**src/rtl/id_pkg.sv**
```systemverilog
// Decode-stage constants: opcodes, ALUOp codes, ctrl bit positions and the opcode decoder.
// Latency: n/a (package).
// Backpressure: n/a (package).
package id_pkg;

    localparam int CTRL_W = 11;

    // Primary opcodes, instr[31:26]
    localparam logic [5:0] OP_RTYPE = 6'b000000;
    localparam logic [5:0] OP_ADDI  = 6'b001000;
    localparam logic [5:0] OP_ANDI  = 6'b001100;
    localparam logic [5:0] OP_LW    = 6'b100011;
    localparam logic [5:0] OP_SW    = 6'b101011;
    localparam logic [5:0] OP_BEQ   = 6'b000100;
    localparam logic [5:0] OP_BNE   = 6'b000101;
    localparam logic [5:0] OP_J     = 6'b000010;

    // ALUOp codes handed to the EX-stage ALU controller
    localparam logic [1:0] ALU_ADD   = 2'b00;
    localparam logic [1:0] ALU_SUB   = 2'b01;
    localparam logic [1:0] ALU_FUNCT = 2'b10;
    localparam logic [1:0] ALU_AND   = 2'b11;

    // Bit positions inside the ctrl word
    localparam int C_REG_WRITE  = 10;
    localparam int C_MEM_TO_REG = 9;   // 1 = write back ALU result, 0 = load data
    localparam int C_MEM_READ   = 8;
    localparam int C_MEM_WRITE  = 7;
    localparam int C_BRANCH     = 6;
    localparam int C_BRANCH_NE  = 5;
    localparam int C_JUMP       = 4;
    localparam int C_ALU_SRC    = 3;
    localparam int C_REG_DST    = 2;
    localparam int C_ALU_OP     = 0;   // two bits, [1:0]

    typedef struct packed {
        logic              illegal;
        logic [CTRL_W-1:0] ctrl;
    } dec_t;

    // All-zero word is the canonical nop and must not look like an R-type ALU op.
    function automatic dec_t decode(input logic [31:0] instr);
        dec_t d;
        d.illegal = 1'b0;
        d.ctrl    = '0;
        if (instr != 32'd0) begin
            case (instr[31:26])
                OP_RTYPE: begin
                    d.ctrl[C_REG_WRITE]     = 1'b1;
                    d.ctrl[C_MEM_TO_REG]    = 1'b1;
                    d.ctrl[C_REG_DST]       = 1'b1;
                    d.ctrl[C_ALU_OP +: 2]   = ALU_FUNCT;
                end
                OP_ADDI: begin
                    d.ctrl[C_REG_WRITE]     = 1'b1;
                    d.ctrl[C_MEM_TO_REG]    = 1'b1;
                    d.ctrl[C_ALU_SRC]       = 1'b1;
                    d.ctrl[C_ALU_OP +: 2]   = ALU_ADD;
                end
                OP_ANDI: begin
                    d.ctrl[C_REG_WRITE]     = 1'b1;
                    d.ctrl[C_MEM_TO_REG]    = 1'b1;
                    d.ctrl[C_ALU_SRC]       = 1'b1;
                    d.ctrl[C_ALU_OP +: 2]   = ALU_AND;
                end
                OP_LW: begin
                    d.ctrl[C_REG_WRITE]     = 1'b1;
                    d.ctrl[C_MEM_READ]      = 1'b1;
                    d.ctrl[C_ALU_SRC]       = 1'b1;
                    d.ctrl[C_ALU_OP +: 2]   = ALU_ADD;
                end
                OP_SW: begin
                    d.ctrl[C_MEM_WRITE]     = 1'b1;
                    d.ctrl[C_ALU_SRC]       = 1'b1;
                    d.ctrl[C_ALU_OP +: 2]   = ALU_ADD;
                end
                OP_BEQ: begin
                    d.ctrl[C_BRANCH]        = 1'b1;
                    d.ctrl[C_ALU_OP +: 2]   = ALU_SUB;
                end
                OP_BNE: begin
                    d.ctrl[C_BRANCH]        = 1'b1;
                    d.ctrl[C_BRANCH_NE]     = 1'b1;
                    d.ctrl[C_ALU_OP +: 2]   = ALU_SUB;
                end
                OP_J: begin
                    d.ctrl[C_JUMP]          = 1'b1;
                end
                default: begin
                    d.illegal = 1'b1;
                end
            endcase
        end
        return d;
    endfunction

    // Opcodes that read rt as a source operand (rt is a destination for I-type ALU/loads).
    function automatic logic uses_rt(input logic [5:0] opcode);
        return (opcode == OP_RTYPE) || (opcode == OP_SW) ||
               (opcode == OP_BEQ)   || (opcode == OP_BNE);
    endfunction

endpackage

```
**src/rtl/id_regfile.sv**
```systemverilog
// Register file: two async read ports with write-back bypass, one sync write port, sync clear.
// Latency: reads combinational; write visible in storage after the clock edge, via bypass same cycle.
// Backpressure: none; writes are always accepted (or dropped if the address is not writable).
// Ports: clock_i/reset_i; raddr1_i/raddr2_i -> rdata1_o/rdata2_o; wen_i/waddr_i/wdata_i write port.
module id_regfile
    import id_pkg::*;
#(
    parameter int XLEN     = 32,
    parameter int NREG     = 32,
    parameter bit ZERO_REG = 1'b1
) (
    input  logic            clock_i,
    input  logic            reset_i,
    input  logic [4:0]      raddr1_i,
    input  logic [4:0]      raddr2_i,
    output logic [XLEN-1:0] rdata1_o,
    output logic [XLEN-1:0] rdata2_o,
    input  logic            wen_i,
    input  logic [4:0]      waddr_i,
    input  logic [XLEN-1:0] wdata_i
);

    localparam int AW = $clog2(NREG);

    logic [XLEN-1:0] mem_q [NREG];
    logic            wr_ok;

    // An address is "live" if it exists and is not the hard-wired zero register.
    // The same test gates writes, bypass and reads, so a dropped write can never be bypassed.
    function automatic logic addr_ok(input logic [4:0] a);
        return (32'(a) < NREG) && !(ZERO_REG && (a == 5'd0));
    endfunction

    assign wr_ok = wen_i && addr_ok(waddr_i);

    always_ff @(posedge clock_i) begin
        if (reset_i) begin
            for (int i = 0; i < NREG; i++) begin
                mem_q[i] <= '0;
            end
        end else if (wr_ok) begin
            mem_q[waddr_i[AW-1:0]] <= wdata_i;
        end
    end

    always_comb begin
        rdata1_o = '0;
        rdata2_o = '0;
        if (addr_ok(raddr1_i)) begin
            rdata1_o = (wr_ok && (raddr1_i == waddr_i)) ? wdata_i : mem_q[raddr1_i[AW-1:0]];
        end
        if (addr_ok(raddr2_i)) begin
            rdata2_o = (wr_ok && (raddr2_i == waddr_i)) ? wdata_i : mem_q[raddr2_i[AW-1:0]];
        end
    end

endmodule

```
**src/rtl/id_stage_pipe.sv**
```systemverilog
// MIPS decode stage: register read, control decode, sign-extend, jump target, load-use hazard detect.
// Latency: 1 cycle IF/ID -> ID/EX register; stall output is combinational in the same cycle.
// Backpressure: raises stall on a load-use hazard and injects a bubble; flush overrides stall.
// Ports: clock/reset; IF/ID in (if_valid, pc_in, instr); flush; EX load info (ex_mem_read, ex_rt);
//        WB write port (wb_en, wb_addr, wb_data); out: stall, ID/EX fields (id_valid, ctrl, illegal,
//        pc_out, rdata1/2, imm, rs/rt/rd, j_target).
module id_stage_pipe
    import id_pkg::*;
#(
    parameter int XLEN     = 32,
    parameter int NREG     = 32,
    parameter bit ZERO_REG = 1'b1
) (
    input  logic              clock,
    input  logic              reset,
    input  logic              if_valid,
    input  logic [XLEN-1:0]   pc_in,
    input  logic [31:0]       instr,
    input  logic              flush,
    input  logic              ex_mem_read,
    input  logic [4:0]        ex_rt,
    input  logic              wb_en,
    input  logic [4:0]        wb_addr,
    input  logic [XLEN-1:0]   wb_data,
    output logic              stall,
    output logic              id_valid,
    output logic [CTRL_W-1:0] ctrl,
    output logic              illegal,
    output logic [XLEN-1:0]   pc_out,
    output logic [XLEN-1:0]   rdata1,
    output logic [XLEN-1:0]   rdata2,
    output logic [XLEN-1:0]   imm,
    output logic [4:0]        rs,
    output logic [4:0]        rt,
    output logic [4:0]        rd,
    output logic [XLEN-1:0]   j_target
);

    logic [5:0]      opcode;
    logic [4:0]      f_rs, f_rt, f_rd;
    logic [XLEN-1:0] rf_rdata1, rf_rdata2;
    dec_t            dec;
    logic            bubble;

    logic              id_valid_d, id_valid_q;
    logic [CTRL_W-1:0] ctrl_d,     ctrl_q;
    logic              illegal_d,  illegal_q;
    logic [XLEN-1:0]   imm_d,      imm_q;
    logic [XLEN-1:0]   jt_d,       jt_q;
    logic [XLEN-1:0]   pc_q, rdata1_q, rdata2_q;
    logic [4:0]        rs_q, rt_q, rd_q;

    assign opcode = instr[31:26];
    assign f_rs   = instr[25:21];
    assign f_rt   = instr[20:16];
    assign f_rd   = instr[15:11];

    id_regfile #(
        .XLEN     (XLEN),
        .NREG     (NREG),
        .ZERO_REG (ZERO_REG)
    ) u_regfile (
        .clock_i  (clock),
        .reset_i  (reset),
        .raddr1_i (f_rs),
        .raddr2_i (f_rt),
        .rdata1_o (rf_rdata1),
        .rdata2_o (rf_rdata2),
        .wen_i    (wb_en),
        .waddr_i  (wb_addr),
        .wdata_i  (wb_data)
    );

    // Load-use hazard: the load in EX cannot forward in time, so hold one cycle.
    // A flushed instruction is discarded anyway, so it never stalls.
    always_comb begin
        stall = if_valid && !flush && ex_mem_read && (ex_rt != 5'd0) &&
                ((ex_rt == f_rs) || ((ex_rt == f_rt) && uses_rt(opcode)));
    end

    always_comb begin
        dec        = decode(instr);
        bubble     = !if_valid || flush || stall;
        id_valid_d = !bubble;
        ctrl_d     = bubble ? '0 : dec.ctrl;
        illegal_d  = bubble ? 1'b0 : dec.illegal;
        imm_d      = {{(XLEN-16){instr[15]}}, instr[15:0]};
        jt_d       = {pc_in[XLEN-1:28], instr[25:0], 2'b00};
    end

    // Data fields load every cycle; only the control side is squashed on a bubble.
    always_ff @(posedge clock) begin
        if (reset) begin
            id_valid_q <= 1'b0;
            ctrl_q     <= '0;
            illegal_q  <= 1'b0;
            pc_q       <= '0;
            rdata1_q   <= '0;
            rdata2_q   <= '0;
            imm_q      <= '0;
            rs_q       <= '0;
            rt_q       <= '0;
            rd_q       <= '0;
            jt_q       <= '0;
        end else begin
            id_valid_q <= id_valid_d;
            ctrl_q     <= ctrl_d;
            illegal_q  <= illegal_d;
            pc_q       <= pc_in;
            rdata1_q   <= rf_rdata1;
            rdata2_q   <= rf_rdata2;
            imm_q      <= imm_d;
            rs_q       <= f_rs;
            rt_q       <= f_rt;
            rd_q       <= f_rd;
            jt_q       <= jt_d;
        end
    end

    assign id_valid = id_valid_q;
    assign ctrl     = ctrl_q;
    assign illegal  = illegal_q;
    assign pc_out   = pc_q;
    assign rdata1   = rdata1_q;
    assign rdata2   = rdata2_q;
    assign imm      = imm_q;
    assign rs       = rs_q;
    assign rt       = rt_q;
    assign rd       = rd_q;
    assign j_target = jt_q;

endmodule

```
**config.mk**
```make
export PLATFORM = sky130hd
export DESIGN_NAME = id_stage_pipe
export DESIGN_NICKNAME = d
export VERILOG_FILES = /design/src/rtl/id_pkg.sv /design/src/rtl/id_regfile.sv /design/src/rtl/id_stage_pipe.sv
export SDC_FILE = /design/constraint.sdc
export NUM_CORES = 2
export LEC_CHECK = 0
export CORE_ASPECT_RATIO = 1.1
export CORE_MARGIN = 2
export CORE_UTILIZATION = 48
export DETAILED_ROUTE_END_ITERATION = 10
export PLACE_DENSITY = 0.81
export SLEW_MARGIN = 20
export SYNTH_ARGS = -nofsm -noshare
export SYNTH_HDL_FRONTEND = slang
export SYNTH_SLANG_ARGS = --single-unit
```
**constraint.sdc**
```tcl
create_clock -name clock -period 2.15 [get_ports clock]
set_input_delay 0.3225 -clock clock [delete_from_list [all_inputs] [get_ports clock]]
set_output_delay 0.3225 -clock clock [all_outputs]
set_load 0.02 [all_outputs]
```
==> impl_metrics.tcl <==
set metrics [dict create \
    multi_input_area_um2 24030 \
    finalHoldViolCount 0 \
    violations "negative setup slack" \
    ir_worst_vdd_uv 767.6 \
    fmax_ghz 0.4564 \
    comb_power_share_pct 14.5 \
    syn_avg_cell_area_um2 14.03 \
    post-route-cell-area_um2 73580 \
    intPower_w 0.04223 \
    layout_commonest_cell "edfxtp_1" \
    synth_ff_type "edfxtp_1" \
    register_area_um2 33460 \
    slew_headroom_pct 44.95 \
    p_leak_nw 27.24 \
    drc_errors 0 \
    ys_seq_area_share_pct 56.17 \
    grt_pass1_wl_um 317900 \
    ios 301 \
    max_stage_delay_ns 0.49 \
    cp_slowest_cell "edfxtp_1" \
    drt_iter0_markers 8191 \
    setup_slack_ns -0.04100 \
    min_period_over_period_pct 101.9 \
    synth_edf_count 1024 \
    ant_nets 0 \
    synth-seq-cells 1159 \
    die_x_um 339.8 \
    first_pass_iters 6 \
    mostFrequentLayoutCells "edfxtp_1, and2_1, buf_4" \
    post-place-cells 6448 \
    critPathKind "reg -> reg" \
    path_clk_slew_ns 0.07 \
    yosysTopAreaCellShare_pct 51.63 \
    path_cells "mux4_2 -> mux2i_1 -> buf_4 -> o22ai_1 -> buf_4 -> a21oi_1 -> a21oi_2 -> buf_4" \
    viasPerCell 6.689 \
    grtUsageTotal_pct 35.14 \
    cts_root_buffer "clkbuf_16" \
    yosysUniqueCellTypes 65 \
    setup_violations 1 \
    antenna_found_initial 21 \
    fp.dieArea_um2 126900 \
    worst_ep_arrival_time_ns 2.83 \
    status "complete, but fails checks" \
    synthTopCellsByArea "edfxtp_1, mux4_2, and2_1, dfxtp_1, mux2i_1" \
    ctsHoldBuffers 0 \
    grt_pass1_vias 44294 \
    cts_buffers 117 \
    crit_top_cell "buf_4" \
    cts.path.max_buffers 3 \
    finalMaxSlewViolations 0 \
    p_sw_w 0.01466 \
    tightest_slew_ns 0.8227 \
    syn2layout_area_growth_pct 23.55 \
    fin_worst_skew_ns 0.02236 \
    via_count 44655 \
    p_per_area_nw_per_um2 773.2 \
    cts_tree "done" \
    core_area_um2 123100 \
    die_h_um 373.4 \
    cp_max_fo 2 \
    post_dp_cell_area_um2 69400 \
    crit_required_ns 2.79 \
    cts_max_level 3 \
    critical_path.endpoint_type "flip-flop" \
    wl_per_cell_um 33.91 \
    maxCapViolCount 0 \
    worst_r2r_path_depth 8 \
    fin_nets 5036 \
    gp_congestion 1.054 \
    hold_depth 2 \
    switching_share_pct 25.76 \
    cts_sinks 1159 \
    clock_latency_ns 0.75 \
    syn_inst 4244 \
    synth_area_leader_cell "edfxtp_1" \
    rows 135 \
    finalNonFillerCells 6676 \
    syn_area_um2 59550 \
    seq_power_share_pct 46.9 \
    clkPwrFrac_pct 38.5 \
    dp_hpwl_um 157200 \
    min_period_ns 2.191 \
    initial_utilization_pct 48.36 \
    drive_above_1_share_pct 29.69 \
    cp-start-kind "flip-flop" \
    yosysWarningCount 0 \
    grt_max_degree 45 \
    hp-class "in -> reg" \
    fillers 9001 \
    grt-ovfl-total 0 \
    routed_wirelength_um 226400 \
    ys_async_sr_fraction_pct 0 \
    port_buffers 298 \
]
sequential cells by signal (all words and copies together) (netlist names):
| name | count |
|---|---|
| pc_out | 28 |
| rdata2 | 32 |
| ctrl | 11 |
| rdata1 | 32 |
| illegal | 1 |
| id_valid | 1 |
| j_target | 15 |
| imm | 15 |
| u_regfile.mem_q | 1024 |
worst max-delay path, delay by kind of cell (launching register included):
kind            cells  cell delay [ns]
compound gates      3             0.45
buf+inv             3             0.49
mux                 2             0.66
flops               1             0.49
path summary, 6_finish.rpt:
path / start / to / slack [ns]
max reg2reg: u_regfile.mem_q[28][4] / rdata2[4] / -0.04
min: reset / u_regfile.mem_q[0][5] / 0.13
min reg2reg: u_regfile.mem_q[29][16] / rdata1[16] / 0.83
max: u_regfile.mem_q[28][4] / rdata2[4] / -0.04
power groups by stage:
stage / clock [W] / sequential (W) / combinational (W)
after floorplan: 0 / 0.0269 / 0.00389
after CTS: 0.0219 / 0.0266 / 0.00802
final: 0.0219 / 0.0267 / 0.00827
after detailed placement: 0 / 0.0271 / 0.00801
after global routing: 0.0228 / 0.0267 / 0.00840
after global placement: 0 / 0.0270 / 0.00791
through the flow:
stage | hold WS [ns] | utilization, % | worst slack (ns) | power (W) | setup TNS, ns
4_1_cts | 0.08583 | 59.70 | 0.005328 | 0.05651 | 0
6_report | 0.1338 | 59.75 | -0.04100 | 0.05689 | -0.04100
3_3_place_gp | 0.7906 | 56.36 | -0.8374 | 0.03486 | -634.71
2_1_floorplan | 0.4483 | - | 0.02947 | 0.03074 | 0
3_5_place_dp | 0.7987 | 56.36 | -0.8689 | 0.03507 | -692.46
5_1_grt | 0.1109 | 59.74 | -0.01917 | 0.05795 | -0.03750
what timing repair did:
item / in CTS / in global routing
setup buffers: 1 / 0
resized for setup: 85 / 13
setup endpoints to repair: 73 / 6
pin swaps: 3 / 3
synth_stat cells, types with 5 or more instances:
cell       count
mux2i_1      236
nand3_1       23
a311oi_1       5
a21oi_1       76
nor3_1        45
buf_4         89
dfxtp_1      135
a211o_1        6
a22oi_1       10
mux2_2        95
a2111oi_0     14
a32o_1         8
nand4_1        5
a211oi_1      41
xnor2_1       10
xor2_1        11
nand3b_1       9
buf_6         20
nor2_1        98
a22o_1        10
mux4_2       374
edfxtp_1    1024
and2_1       994
nor4_1        33
nor2b_1       88
a221oi_1      34
nor3b_1        9
nand2_1       50
inv_1          8
buf_2         61
or2_2         46
buf_1         14
nand2b_1      21
o21ai_0       38
o22ai_1      136
clkbuf_1     285
o221ai_1      10
a221o_1       16
cell type report:
class                           instances  area share [%]
Sequential cell                      1159           45.47
Multi-Input combinational cell       2636           32.66
Timing Repair Buffer                 1002           13.41
Clock buffer                          139           4.435
Tap cell                             1644           2.796
Clock inverter                         81           1.160
Inverter                                8         0.04081
Antenna cell                            7         0.02381
per-layer routing:
layer  vias up  GRT usage [%]  wire length, um
li1      17336              -                -
met1     21797          42.53            72090
met2      4422          52.19            98560
met3      1078          9.844            32420
met4        22          29.53            23150
met5         -              0              146
logic make-up after synthesis:
kind of cell           synth area share (%)
AND/OR/NAND/NOR                       14.47
flip-flops                            56.17
multiplexers                          19.91
buffers and inverters                 4.082
AO/OA/AOI/OAI                         5.057
XOR/XNOR                             0.3088
other                              0.006297
No activity file was read; power rests on OpenSTA's default activity.
